File: config.mk
export PLATFORM = sky130hd
export DESIGN_NAME = fdivsqrt_iter_seq
export DESIGN_NICKNAME = d
export VERILOG_FILES = /design/src/rtl/fdivsqrt_iter_seq_pkg.sv /design/src/rtl/fdivsqrt_stepctr.sv /design/src/rtl/fdivsqrt_iter_seq.sv
export SDC_FILE = /design/constraint.sdc
export NUM_CORES = 1
export LEC_CHECK = 0
export BUFFER_PORTS_ARGS = -buffer_cell sky130_fd_sc_hd__buf_2
export CAP_MARGIN = 20
export CORE_AREA = 4 4 41 43
export DETAILED_ROUTE_END_ITERATION = 8
export DIE_AREA = 0 0 45 47
export PLACE_DENSITY = 0.66
export SLEW_MARGIN = 20
export SYNTH_ARGS = -nofsm -noshare
export SYNTH_HDL_FRONTEND = slang
export SYNTH_HIERARCHICAL = 1
export SYNTH_SLANG_ARGS = --single-unit
File: constraint.sdc
create_clock -name clk -period 2.87 [get_ports clk]
set_input_delay 0.287 -clock clk [delete_from_list [all_inputs] [get_ports clk]]
set_output_delay 0.287 -clock clk [all_outputs]
set_load 0.005 [all_outputs]
File: src/rtl/fdivsqrt_iter_seq_pkg.sv
// Shared types and configuration for the divsqrt iteration sequencer.
// Latency: n/a (declarations only).
// Backpressure: n/a.
package fdivsqrt_iter_seq_pkg;

    // Iteration-count width used by the divsqrt datapath configuration.
    localparam int FDIV_DURLEN = 6;

    typedef enum logic [1:0] {
        IDLE = 2'd0,
        BUSY = 2'd1,
        DONE = 2'd2
    } fsm_state_t;

endpackage

File: src/rtl/fdivsqrt_stepctr.sv
// Loadable down-counter with clear, enable and an is-one flag; saturates at zero.
// Latency: value updates one cycle after load/en/clr.
// Backpressure: none; en is simply ignored once the count reaches zero.
module fdivsqrt_stepctr
    import fdivsqrt_iter_seq_pkg::*;
#(
    parameter int W = FDIV_DURLEN
) (
    input  logic         clk,
    input  logic         reset,
    input  logic         clr,
    input  logic         load,
    input  logic         en,
    input  logic [W-1:0] load_val,
    output logic [W-1:0] cnt,
    output logic         is_one
);

    logic [W-1:0] cnt_q;

    always_ff @(posedge clk) begin
        if (reset || clr) begin
            cnt_q <= '0;
        end else if (load) begin
            cnt_q <= load_val;
        end else if (en && (cnt_q != '0)) begin
            cnt_q <= cnt_q - W'(1);
        end
    end

    assign cnt    = cnt_q;
    assign is_one = (cnt_q == W'(1));

endmodule

File: src/rtl/fdivsqrt_iter_seq.sv
// Divsqrt iteration sequencer: enables the datapath for CyclesE cycles, then holds DoneM.
// Latency: start accepted in IDLE, CyclesE iteration cycles, DoneM the cycle after the last.
// Backpressure: DoneM held while StallM; StartE is refused while StallE/FlushE or not IDLE.
module fdivsqrt_iter_seq
    import fdivsqrt_iter_seq_pkg::*;
#(
    parameter int DURLEN = FDIV_DURLEN
) (
    input  logic              clk,
    input  logic              reset,
    input  logic              StartE,
    input  logic              StallE,
    input  logic              SpecialCaseE,
    input  logic [DURLEN-1:0] CyclesE,
    input  logic              FlushE,
    input  logic              StallM,
    output logic              IFDivStartE,
    output logic              IterEnE,
    output logic              BusyE,
    output logic              DoneM,
    output logic [DURLEN-1:0] StepCnt
);

    fsm_state_t state_q, state_d;
    logic       accept;
    logic       no_iter;
    logic       ctr_load;
    logic       ctr_is_one;

    assign accept   = (state_q == IDLE) && StartE && !StallE && !FlushE;
    // A zero count needs no iterations, so it takes the special-case path.
    assign no_iter  = SpecialCaseE || (CyclesE == '0);
    assign ctr_load = accept && !no_iter;

    always_ff @(posedge clk) begin
        if (reset) begin
            state_q <= IDLE;
        end else begin
            state_q <= state_d;
        end
    end

    always_comb begin
        state_d = state_q;
        case (state_q)
            IDLE: begin
                if (accept) begin
                    state_d = no_iter ? DONE : BUSY;
                end
            end
            BUSY: begin
                if (ctr_is_one) begin
                    state_d = DONE;
                end
            end
            DONE: begin
                if (!StallM) begin
                    state_d = IDLE;
                end
            end
            default: state_d = IDLE;
        endcase
        if (FlushE) begin
            state_d = IDLE;
        end
    end

    fdivsqrt_stepctr #(
        .W(DURLEN)
    ) u_stepctr (
        .clk      (clk),
        .reset    (reset),
        .clr      (FlushE),
        .load     (ctr_load),
        .en       (state_q == BUSY),
        .load_val (CyclesE),
        .cnt      (StepCnt),
        .is_one   (ctr_is_one)
    );

    assign IFDivStartE = accept;
    assign IterEnE     = (state_q == BUSY);
    assign DoneM       = (state_q == DONE);
    // High already in the start cycle so the hazard unit stalls the next op in time.
    assign BusyE       = (state_q == BUSY) || ctr_load;

endmodule

After elaboration in Yosys (flattened, before gate mapping)
Cells that the tools add are included.
Widths: inputs -> output; s select.
{"block": "op_classes", "bitwise_logic": 0, "addsub": 1, "n_mul": 0, "div_mod_pow": 0, "mux": 7, "shift": 0, "n_reduce_logical": 17, "eq_ne": 6, "n_lt_le_gt_ge": 0}
{"cell": "$mux 6", "n": 2}
{"cell": "$mux 2", "n": 4}
{"cell": "$eq 6x1->1 const B", "n": 1}
{"cell": "$logic_not 6->1", "n": 1}
{"cell": "$ne 2x2->1 const B", "n": 3}
{"cell": "$pmux 2 s3", "n": 1}
{"cell": "$reduce_bool 6->1", "n": 1}
{"cell": "$sub 6x1->6 const B", "n": 1}
{"cell": "$logic_and 1x1->1", "n": 5}
{"cell": "$logic_not 1->1", "n": 3}
{"cell": "$logic_or 1x1->1", "n": 3}
{"cell": "$reduce_and 3->1", "n": 1}
{"cell": "$eq 2x1->1 const B", "n": 1}
{"cell": "$eq 2x2->1 const B", "n": 1}
{"cell": "$logic_not 2->1", "n": 1}
{"cell": "$reduce_bool 2->1", "n": 1}
{"cell": "$reduce_or 2->1", "n": 1}
{"block": "totals", "inputBits": 13, "output_inout_bits": 10, "latchBits": 0, "n_memories": 0, "ramBits": 0, "rom_bits": 0, "register_bits": 8}

Logic depth before layout (Yosys ltp)
{"block": "depth", "word_depth": 6, "ltp_mapped": 7, "depth_no_buf": 6}

By module
The synthesis kept the hierarchy.
{"mod": "fdivsqrt_stepctr", "area_each_um2": 370.4, "cells_each": 45, "instances": 1, "seq_area_each_um2": 120.1}
{"mod": "fdivsqrt_iter_seq", "area_each_um2": 156.4, "cells_each": 18, "instances": 1, "seq_area_each_um2": 40.0}

Worst setup path after synthesis
Ideal clock, no wire load.
{"block": "synth_path", "kind": "register -> register", "from": "reg u_stepctr.cnt_q[3], in the netlist u_stepctr/cnt[3]", "to": "reg state_q[1]", "arrival_ps": 1519, "required_time_ps": 2809, "stages_incl_launch_ff": 6, "n_path_buf": 0, "setup_time_ps": 61, "path_slack_ps": 1291, "path_cell_list": "dfxtp_1 -> or3_4 -> nor3b_1 -> nand2_1 -> a2111oi_2 -> a32o_1"}
{"block": "synth_between", "elab_chain_cells": 3}
{"item": "start: declaration", "line": "fdivsqrt_stepctr.sv:19", "text": "logic [W-1:0] cnt_q;"}
{"item": "start signal: assignment", "line": "fdivsqrt_stepctr.sv:25", "text": "cnt_q <= load_val;"}
{"item": "start signal: assignment", "line": "fdivsqrt_stepctr.sv:27", "text": "cnt_q <= cnt_q - W'(1);"}
{"item": "$eq 6x1->1", "line": "fdivsqrt_stepctr.sv:32", "text": "assign is_one = (cnt_q == W'(1));"}
{"item": "net ctr_is_one", "line": "fdivsqrt_iter_seq.sv:28", "text": "logic ctr_is_one;"}
{"item": "$ne 2x2->1 (no source line)"}
{"item": "$reduce_and 3->1 (no source line)"}
{"item": "end signal: assignment", "line": "fdivsqrt_iter_seq.sv:39", "text": "state_q <= state_d;"}
{"item": "end: declaration", "line": "fdivsqrt_iter_seq.sv:24", "text": "fsm_state_t state_q, state_d;"}
The timed path passes the listed nets, and every way through them passes these cells.
A chain may end at the register's enable or synchronous reset.

Worst setup path in the final report
{"block": "layout_path", "from": "reg state_q[1]", "to": "out BusyE"}
{"block": "layout_between", "elab_chain_cells": 6, "word_cells_on_any_way": 7, "classes_between": "eq/ne: 1; reduce/logical: 6"}
{"item": "$logic_not 2->1", "line": "fdivsqrt_iter_seq.sv:30", "text": "assign accept = (state_q == IDLE) && StartE && !StallE && !FlushE;"}
{"item": "$logic_and 1x1->1 (3 in a row)", "line": "fdivsqrt_iter_seq.sv:30"}
{"item": "$logic_and 1x1->1", "line": "fdivsqrt_iter_seq.sv:33", "text": "assign ctr_load = accept && !no_iter;"}
{"item": "$logic_or 1x1->1 *", "line": "fdivsqrt_iter_seq.sv:85", "text": "assign BusyE = (state_q == BUSY) || ctr_load;"}
{"item": "end: declaration", "line": "fdivsqrt_iter_seq.sv:19", "text": "output logic BusyE,"}
Mark *: on every way between the ends. The rest lies on a longest branch, timed or not.

==> impl_results.md <==
- Slew headroom: between 70% and 80%
- GR Layer Usage met2: between 20 and 25%
- Type of the tightest min-delay check: in -> reg
- TritonCTS clock tree: built
- Dpl hpwl: between 1000 and 1500 um
- Initial antenna violation count: 0
- Required time worst endpoint: between 2 and 3 ns
- Critical path type: reg -> out
- # Max-Cap Violations: 0
- # IOs: 23
- Net Count, Synth: between 70 and 80
- Global routing's busiest layer: met2
- Clock latency on the worst-skew pair: between 0.2 and 0.25 ns
- Die H: 47 um
- Leak: roughly 0.00029 uW
- Site row count: 13
- Hold Slack: about 0.30 ns
- Commonest non-fill, non-tap cell in the layout: buf_2
- Total GRT Usage: 13.3%
- Clock sink count: 8
- Drt initial violations: 6
- PortBufs: 22
- Net count, final: around 110
- Setup Slack @ Placement: 1.13 ns
- # H-tree levels: 1
- Vias per cell: ~5.6
- Critical path data arrival time: roughly 1.5 ns
- Slew Limit Fails: 0
- CTS clk-pin slew, worst paths: around 0.05 ns
- First-pass GRT wire length: between 2000 and 2500 um
- Initial Util: between 40% and 50%
- Power density cells: approximately 340 nW/um^2
- Delay of the slowest critical-path stage: 0.60 ns
- Worst Skew: 0.00332 ns
- Status: complete, no violations
- Crit. End Element: output pin
- Clock tree buffer depth: 2
- Final Cell Area: slightly below 700 sq um
- Total grt overflow: 0
- Commonest cells after routing, fill and taps aside: buf_2 (22), nor2_1 (8), dfxtp_1 (8), o21ai_0 (8), a21oi_1 (4)
- CTS buffer count: 3
- Met1 Track Usage GR: 17.8%
- Share of cells above drive strength 1: 32.2%
- Gpl congestion: roughly 0.77
- ANT cells: 0
- Antenna Nets Post-Route: 0
- Maximum VDD drop: slightly above 0.0002 V
- Via count: approximately 570
- Yosys warns: 6
- Final wirelength: around 1300 um
- Synthesized flop and latch total: 8
- Critical-path cell list: or4b_1 > o21bai_1 > buf_2
- Total power: about 230 uW
- Final WS setup: about 1.1 ns
- Period minus WS final: around 1.8 ns
- Fmax: roughly 0.57 GHz
- Die ar.: 2120 sq um
- Core footprint: about 1300 sq um
- Synth top area cells: dfxtp_1 (30%), o21ai_0 (7.6%), ha_1 (7.1%), nor2_1 (5.7%), a21oi_1 (3.8%)
- Fin Setup TNS: 0 ns
- Largest net degree at the start of global routing: 13
- Cts hold-fix bufs: 0
- Per-cell routed wire length: ~12 um
- DRC Markers: 0
- Startpoint class of the critical path: flop
- Resized Gates After CTS: 0
- Synth top area share: a little under a third
- Post-Syn Area: approximately 530 sq um
- Clk root buf: clkbuf_4
- Placed Area: about 650 sq um
- Crit-path max FO: 4
- Final Cycle Share: between 60% and 70%
- Slowest cell on crit path: or4b_1
- Hold Violations, Final: 0
- Setup Fix Bufs, Post-CTS: 0
- Library cells used by synthesis: 31
- Die width: 45 um
- Drt first pass iters: 4
- Met3 usage: under 10%
- Post-synth top area cell: dfxtp_1
- RSZ-0062 raised after global routing: no
- Worst-Margin Slew: 0.403 ns
- Post-Syn Instances: 63
- Seq/Total Area, Yosys: 30.4%
- Final setup violating endpoints: 0
- Syn-to-layout area delta: 28.0%
- Vias in the first global route: approximately 530
- Syn Area/Cell: approximately 8.4 sq um
==> stage by stage <==
stage,std cells,utilization [%]
after floorplan,63,-
after global placement,99,50.1
after detailed placement,99,50.1
after CTS,102,51.8
after global routing,102,51.8
final,102,51.8
==> power by group <==
group          internal, uW  total, uW  leakage (uW)  switching (uW)
Combinational          14.9       32.0      0.000209            17.1
Sequential              113        115     0.0000646            1.78
Clock                  47.5       80.0     0.0000138            32.6
==> flip-flops by register name, summed over array words and instances, names as in the netlist <==
| register | count |
|---|---|
| state_q | 2 |
| u_stepctr/cnt | 6 |
==> layout make-up <==
type,instances,area [sq um]
clock buffer,3,22.5
fill,143,627
sequential,8,160
inverter,3,11.3
multi-input combinational,51,352
timing repair buffer,22,110
tap,15,18.8
==> worst paths after layout <==
kind	start	end	slack (ns)	depth (start not counted)
max	state_q[1]$_SDFFE_PP0P_	BusyE	1.11	3
min	reset	u_stepctr/cnt[4]$_SDFFE_PP0P_	0.30	2
max reg2reg	state_q[0]$_SDFFE_PP0P_	u_stepctr/cnt[4]$_SDFFE_PP0P_	1.12	5
min reg2reg	u_stepctr/cnt[5]$_SDFFE_PP0P_	u_stepctr/cnt[5]$_SDFFE_PP0P_	0.56	2
==> synth_stat cells <==
library cell  n
nor3_1        1
o21bai_1      1
a211oi_1      1
a2111oi_2     1
o21ai_0       8
inv_1         3
nor2_1        8
a2111oi_0     1
nor3b_1       1
nand3_1       1
mux2i_1       1
nand2b_1      1
nor2b_1       2
a31oi_1       2
a211o_1       1
nand2_1       2
ha_1          3
dfxtp_1       8
or4_1         1
a2111o_1      1
and2b_1       1
nor4_1        1
o41ai_1       1
a21oi_1       4
mux2_2        1
nand3b_1      1
clkbuf_1      1
xnor2_1       1
a32o_1        1
or4b_1        2
or3_4         1
==> worst max-delay path, delay by kind of cell (launching register included) <==
family	cells	cell delay, ns
buffers and inverters	1	0.13
DFF	1	0.33
and+or+nand+nor	1	0.60
AOI/OAI and AO/OA	1	0.17
==> routing by layer <==
| metal | up-vias | routed length [um] |
|---|---|---|
| met2 | 21 | 529 |
| met3 | 2 | 115 |
| li1 | 289 | - |
| met1 | 255 | 602 |
| met5 | - | 0 |
| met4 | 0 | 9 |
==> cell families after synthesis <==
kind of cell / after synthesis / share of synthesized area [%]
multiplexers: 2 / 4.04
AO/OA/AOI/OAI: 22 / 28.5
adder cells (fa/ha/maj): 3 / 7.13
AND/OR/NAND/NOR: 23 / 25.4
flip-flops: 8 / 30.4
buffers and inverters: 4 / 2.85
XOR/XNOR: 1 / 1.66
Note: power is estimated with default switching activity, not from simulation.
